==> config.mk <==
export PLATFORM = sky130hd
export DESIGN_NAME = register_file_64_flat
export DESIGN_NICKNAME = d
export VERILOG_FILES = /design/src/rtl/register_file_64_if.sv /design/src/rtl/register_file_64.sv /design/src/flat_wrapper.sv
export SDC_FILE = /design/constraint.sdc
export NUM_CORES = 2
export LEC_CHECK = 0
export BUFFER_PORTS_ARGS = -buffer_cell sky130_fd_sc_hd__buf_2
export CELL_PAD_IN_SITES_DETAIL_PLACEMENT = 0
export CELL_PAD_IN_SITES_GLOBAL_PLACEMENT = 1
export CORE_MARGIN = 10
export CORE_UTILIZATION = 46
export DETAILED_ROUTE_END_ITERATION = 12
export HOLD_SLACK_MARGIN = 0.15
export PLACE_DENSITY = 0.81
export SLEW_MARGIN = 0
export SYNTH_ARGS = -nofsm -noshare
export SYNTH_HDL_FRONTEND = slang
export SYNTH_SLANG_ARGS = --single-unit
==> constraint.sdc <==
create_clock -name clk -period 2.9 [get_ports clk]
set_input_delay 0.145 -clock clk [delete_from_list [all_inputs] [get_ports clk]]
set_output_delay 0.145 -clock clk [all_outputs]
set_load 0.1 [all_outputs]
==> src/rtl/register_file_64_if.sv <==
// Register file port bundle: two read indices, one write-back port,
// the two operand outputs and the committed-write counter.
interface register_file_64_if #(
   parameter int DATA_WIDTH = 64,
   parameter int ADDR_WIDTH = 5
);

   logic [ADDR_WIDTH-1:0] rs1;
   logic [ADDR_WIDTH-1:0] rs2;
   logic [ADDR_WIDTH-1:0] rd;
   logic [DATA_WIDTH-1:0] write_data;
   logic                  reg_write;
   logic [DATA_WIDTH-1:0] read_data1;
   logic [DATA_WIDTH-1:0] read_data2;
   logic [15:0]           write_count;

   modport master (
      output rs1,
      output rs2,
      output rd,
      output write_data,
      output reg_write,
      input  read_data1,
      input  read_data2,
      input  write_count
   );

   modport slave (
      input  rs1,
      input  rs2,
      input  rd,
      input  write_data,
      input  reg_write,
      output read_data1,
      output read_data2,
      output write_count
   );

endinterface

==> src/rtl/register_file_64.sv <==
// Integer register file: 32 x DATA_WIDTH, x0 hardwired to zero,
// two combinational read ports with optional write-to-read forwarding.
module register_file_64 #(
   parameter int DATA_WIDTH = 64,
   parameter int ADDR_WIDTH = 5,
   parameter bit BYPASS     = 1'b1
) (
   input logic               clk,
   input logic               rst_n,
   register_file_64_if.slave rf
);

   localparam int NREGS = 1 << ADDR_WIDTH;

   typedef logic [DATA_WIDTH-1:0] word_t;

   word_t       regs_q [NREGS];
   word_t       regs_d [NREGS];
   logic [15:0] write_count_q;
   logic [15:0] write_count_d;
   logic        wr_en;
   word_t       rd1_val;
   word_t       rd2_val;

   assign wr_en = rf.reg_write && (rf.rd != '0);

   always_comb begin
      regs_d        = regs_q;
      write_count_d = write_count_q;
      if (wr_en) begin
         regs_d[rf.rd] = rf.write_data;
         if (write_count_q != 16'hFFFF) begin
            write_count_d = write_count_q + 16'd1;
         end
      end
      regs_d[0] = '0;
   end

   always_ff @(posedge clk or negedge rst_n) begin
      if (!rst_n) begin
         for (int i = 0; i < NREGS; i++) begin
            regs_q[i] <= '0;
         end
         write_count_q <= '0;
      end else begin
         regs_q        <= regs_d;
         write_count_q <= write_count_d;
      end
   end

   // Reset gates the outputs so a pending write cannot leak through bypass.
   always_comb begin
      rd1_val = regs_q[rf.rs1];
      if (BYPASS && wr_en && (rf.rs1 == rf.rd)) begin
         rd1_val = rf.write_data;
      end
      if (!rst_n || (rf.rs1 == '0)) begin
         rd1_val = '0;
      end
   end

   always_comb begin
      rd2_val = regs_q[rf.rs2];
      if (BYPASS && wr_en && (rf.rs2 == rf.rd)) begin
         rd2_val = rf.write_data;
      end
      if (!rst_n || (rf.rs2 == '0)) begin
         rd2_val = '0;
      end
   end

   assign rf.read_data1  = rd1_val;
   assign rf.read_data2  = rd2_val;
   assign rf.write_count = write_count_q;

endmodule

==> src/flat_wrapper.sv <==
// flat-port wrapper written by rule: the top's interface ports become plain ports
module register_file_64_flat 
#(
   parameter int DATA_WIDTH = 64,
   parameter int ADDR_WIDTH = 5,
   parameter bit BYPASS     = 1'b1
)
  (clk, rst_n, rf_rs1, rf_rs2, rf_rd, rf_write_data, rf_reg_write, rf_read_data1, rf_read_data2, rf_write_count);
  register_file_64_if #(.DATA_WIDTH(DATA_WIDTH), .ADDR_WIDTH(ADDR_WIDTH)) rf_i ();
  input logic clk;
  input logic rst_n;
  input wire logic [$bits(rf_i.rs1)-1:0] rf_rs1;
  input wire logic [$bits(rf_i.rs2)-1:0] rf_rs2;
  input wire logic [$bits(rf_i.rd)-1:0] rf_rd;
  input wire logic [$bits(rf_i.write_data)-1:0] rf_write_data;
  input wire logic [$bits(rf_i.reg_write)-1:0] rf_reg_write;
  output wire logic [$bits(rf_i.read_data1)-1:0] rf_read_data1;
  output wire logic [$bits(rf_i.read_data2)-1:0] rf_read_data2;
  output wire logic [$bits(rf_i.write_count)-1:0] rf_write_count;
  assign rf_i.rs1 = rf_rs1;
  assign rf_i.rs2 = rf_rs2;
  assign rf_i.rd = rf_rd;
  assign rf_i.write_data = rf_write_data;
  assign rf_i.reg_write = rf_reg_write;
  assign rf_read_data1 = rf_i.read_data1;
  assign rf_read_data2 = rf_i.read_data2;
  assign rf_write_count = rf_i.write_count;
  register_file_64 #(.DATA_WIDTH(DATA_WIDTH), .ADDR_WIDTH(ADDR_WIDTH), .BYPASS(BYPASS)) u_core (.clk(clk), .rst_n(rst_n), .rf(rf_i));
endmodule
==> flow_summary.json <==
{
  "status": "complete, but fails checks",
  "violations": "negative setup slack",
  "grt_use_met3_pct": 5.57,
  "vias_per_cell": 6.72,
  "first_iter_violations": 7191,
  "hold_violations": 0,
  "drv_cap": 0,
  "drive_above_1_share_pct": 55.7,
  "grt_use_met1_pct": 35.6,
  "setup.worst_path.end": "rf_read_data1[44]",
  "postSynthCellCount": 7318,
  "yosysUniqueCellTypes": 60,
  "post-route-min-period_ns": 3.08,
  "postSynthAreaPerCell_um2": 14.8,
  "cts.reportedPaths.clkPinSlew_ns": 0.07,
  "maxSlewViolCount": 0,
  "grt_use_met2_pct": 42.6,
  "finClkSkew_ns": 0.00275,
  "r2r-start": "u_core.rf.write_count[0]",
  "worst-slew-pin-transition_ns": 1.21,
  "yosysWarningCount": 0,
  "io_pins": 226,
  "peakVddDrop_uv": 855,
  "grt_antenna_before_repair": 18,
  "h-tree-depth": 4,
  "hold_path_class": "in2reg",
  "totalWireLength_mm": 351,
  "start_util_pct": 46.3,
  "cts.sinks": 2000,
  "r2r_setup_slack_ns": 0.30,
  "clk_latency_ns": 0.86,
  "cp_max_fo": 3,
  "p_per_area_mw_per_mm2": 679,
  "fin_ws_ns": -0.176,
  "fin_nets": 7586,
  "ys.flop_type": "dfrtp_1",
  "synthArstFlopShare_pct": 100,
  "io_buffers": 225,
  "critPathLaunch": "u_core.regs_q[1772]",
  "setup_viol": 22,
  "clock.fmax_mhz": 325,
  "instances_no_fill": 10800,
  "syn_area_mm2": 0.108,
  "cts_tree": "done",
  "crit_type": "reg2out",
  "synth_nets": 7401,
  "track_usage_pct": 26.9,
  "cts_root_buffer": "clkbuf_16",
  "area.sequential_mm2": 0.0500,
  "die_h_um": 504,
  "slew_headroom_pct": 18.9,
  "dp_cells": 10300,
  "final_common_cell": "mux2_2",
  "grt_max_degree": 167,
  "worstPathArrival_ns": 2.93,
  "final_cell_mix": "mux2_2, dfrtp_1, mux4_2",
  "cp.required_ns": 2.76,
  "clk_path_buf_depth": 3,
  "grt_pass1_wl_mm": 520,
  "dp_hpwl_mm": 212,
  "fp.coreArea_mm2": 0.233,
  "fin_tns_setup_ns": -1.57,
  "ys_ff_latch": 2000,
  "die_area_mm2": 0.254,
  "grt-ovfl-total": 0,
  "worst_setup_path_start_kind": "register",
  "cts-buffers-inserted": 210,
  "wl_per_cell_um": 32.5,
  "yosysSeqAreaShare_pct": 46.4,
  "busiest_layer": "met2",
  "post-route-period-util_pct": 106,
  "post-route-drc-count": 0,
  "firstDrtPassIters": 6,
  "multi_input_area_mm2": 0.0558,
  "p_leak_nw": 55.2,
  "postRouteAntennaNets": 0,
  "grt_pass1_vias": 75700,
  "synth-edff-count": 0,
  "gp_congestion": 0.850,
  "rows": 177,
  "preCtsSetupSlack_ns": 0.0234,
  "worst-r2r-cell-count": 7,
  "route.vias.total": 72700,
  "syn_to_final_growth_pct": 17.4,
  "timing.rr.end": "u_core.rf.write_count[6]",
  "crit_path_end_kind": "output pin",
  "nFillCells": 18500,
  "die_w_um": 504,
  "rsz0062_at_grt": "true"
}
## worst min-delay path by stage
| stage | depth (start not counted) | start | slack [ns] | end |
|---|---|---|---|---|
| floorplan | 0 | rst_n | -0.15 | u_core.regs_q[0] |
| global placement | 1 | rst_n | 0.03 | u_core.regs_q[1930] |
| detailed placement | 1 | rst_n | 0.03 | u_core.regs_q[1930] |
| CTS | 5 | rf_reg_write | 0.15 | u_core.regs_q[135] |
| global route | 5 | rf_rd[3] | 0.22 | u_core.regs_q[1223] |
| finish | 5 | rf_reg_write | 0.20 | u_core.regs_q[135] |
## layer usage
| layer | vias up | part of all wire (%) |
|---|---|---|
| li1 | 28900 | - |
| met1 | 39500 | 39 |
| met2 | 3485 | 47 |
| met3 | 909 | 8.3 |
| met4 | 8 | 5.1 |
| met5 | - | 0.015 |
## critical path, cell delays in order, from the launching register on
cell	delay, ns
dfrtp_1	0.39
mux4_2	0.51
mux4_2	0.47
a221o_1	0.34
buf_6	0.16
buf_12	0.16
## final cells by class
type                       instances  share of cell area, %
tap                             3132                   3.09
multi-input combinational       4508                   44.0
inverter                           4                 0.0118
timing repair buffer             779                   7.78
antenna                            9                 0.0178
clock inverter                    71                  0.621
clock buffer                     314                   4.95
sequential                      2000                   39.5
## metrics by stage
stage                     cell area, um^2  hold WS [ns]  utilization (%)  power [mW]
after floorplan                    108000        -0.151                -        51.4
after global placement             118000        0.0270             50.4        56.7
after detailed placement           118000        0.0297             50.4        57.7
after CTS                          126000         0.152             54.2        85.9
after global routing               127000         0.223             54.4        89.3
final                              127000         0.199             54.4        86.0
## flip-flops by register name (all words and copies together), names as in the netlist
name and cells:
u_core.regs_q 1984, u_core.rf.write_count 16
## kinds of logic (layout without fill, tap and decap cells)
kind of cell,count (synthesis),after routing,synth area share (%)
AOI/OAI and AO/OA,734,734,5.07
adders and majority gates,1,1,0.0116
DFF,2000,2000,46.4
muxes,3348,3348,43.3
other,0,9,0
buffers and inverters,810,1168,3.23
xor gates and xnor gates,24,24,0.195
and+or+nand+nor,401,401,1.78
## cells in the mapped netlist, drive strengths merged, types with 22 or more instances
cell	number	area [um^2]
mux2i	363	3630
a221oi	39	342
buf	344	1740
mux4	847	19100
nand2	119	447
a21oi	91	455
nor2	114	428
nor2b	88	551
a22oi	82	616
o311a	41	410
a221o	76	761
nand3	22	110
a211oi	134	1010
a32oi	28	245
dfrtp	2000	50000
clkbuf	462	1740
o22ai	47	294
a211o	31	272
mux2	2138	24100
o21ai	99	495
## repair_timing
| action | 4_1_cts | 5_1_grt |
|---|---|---|
| setup buffers | 46 | 10 |
| hold buffers | 71 | 0 |
| endpoints found under the hold margin | 2565 | 0 |
| setup endpoints to repair | 90 | 99 |
| pin swaps | 105 | 80 |
| resized for setup | 121 | 107 |
## power breakdown
part | switching [mW] | internal [mW] | leakage [nW] | total, mW
Clock | 11.8 | 16.0 | 3.51 | 27.8
Sequential | 4.10 | 33.4 | 25.6 | 37.5
Combinational | 9.26 | 11.5 | 26.1 | 20.8
No activity file was read; power rests on OpenSTA's default activity.
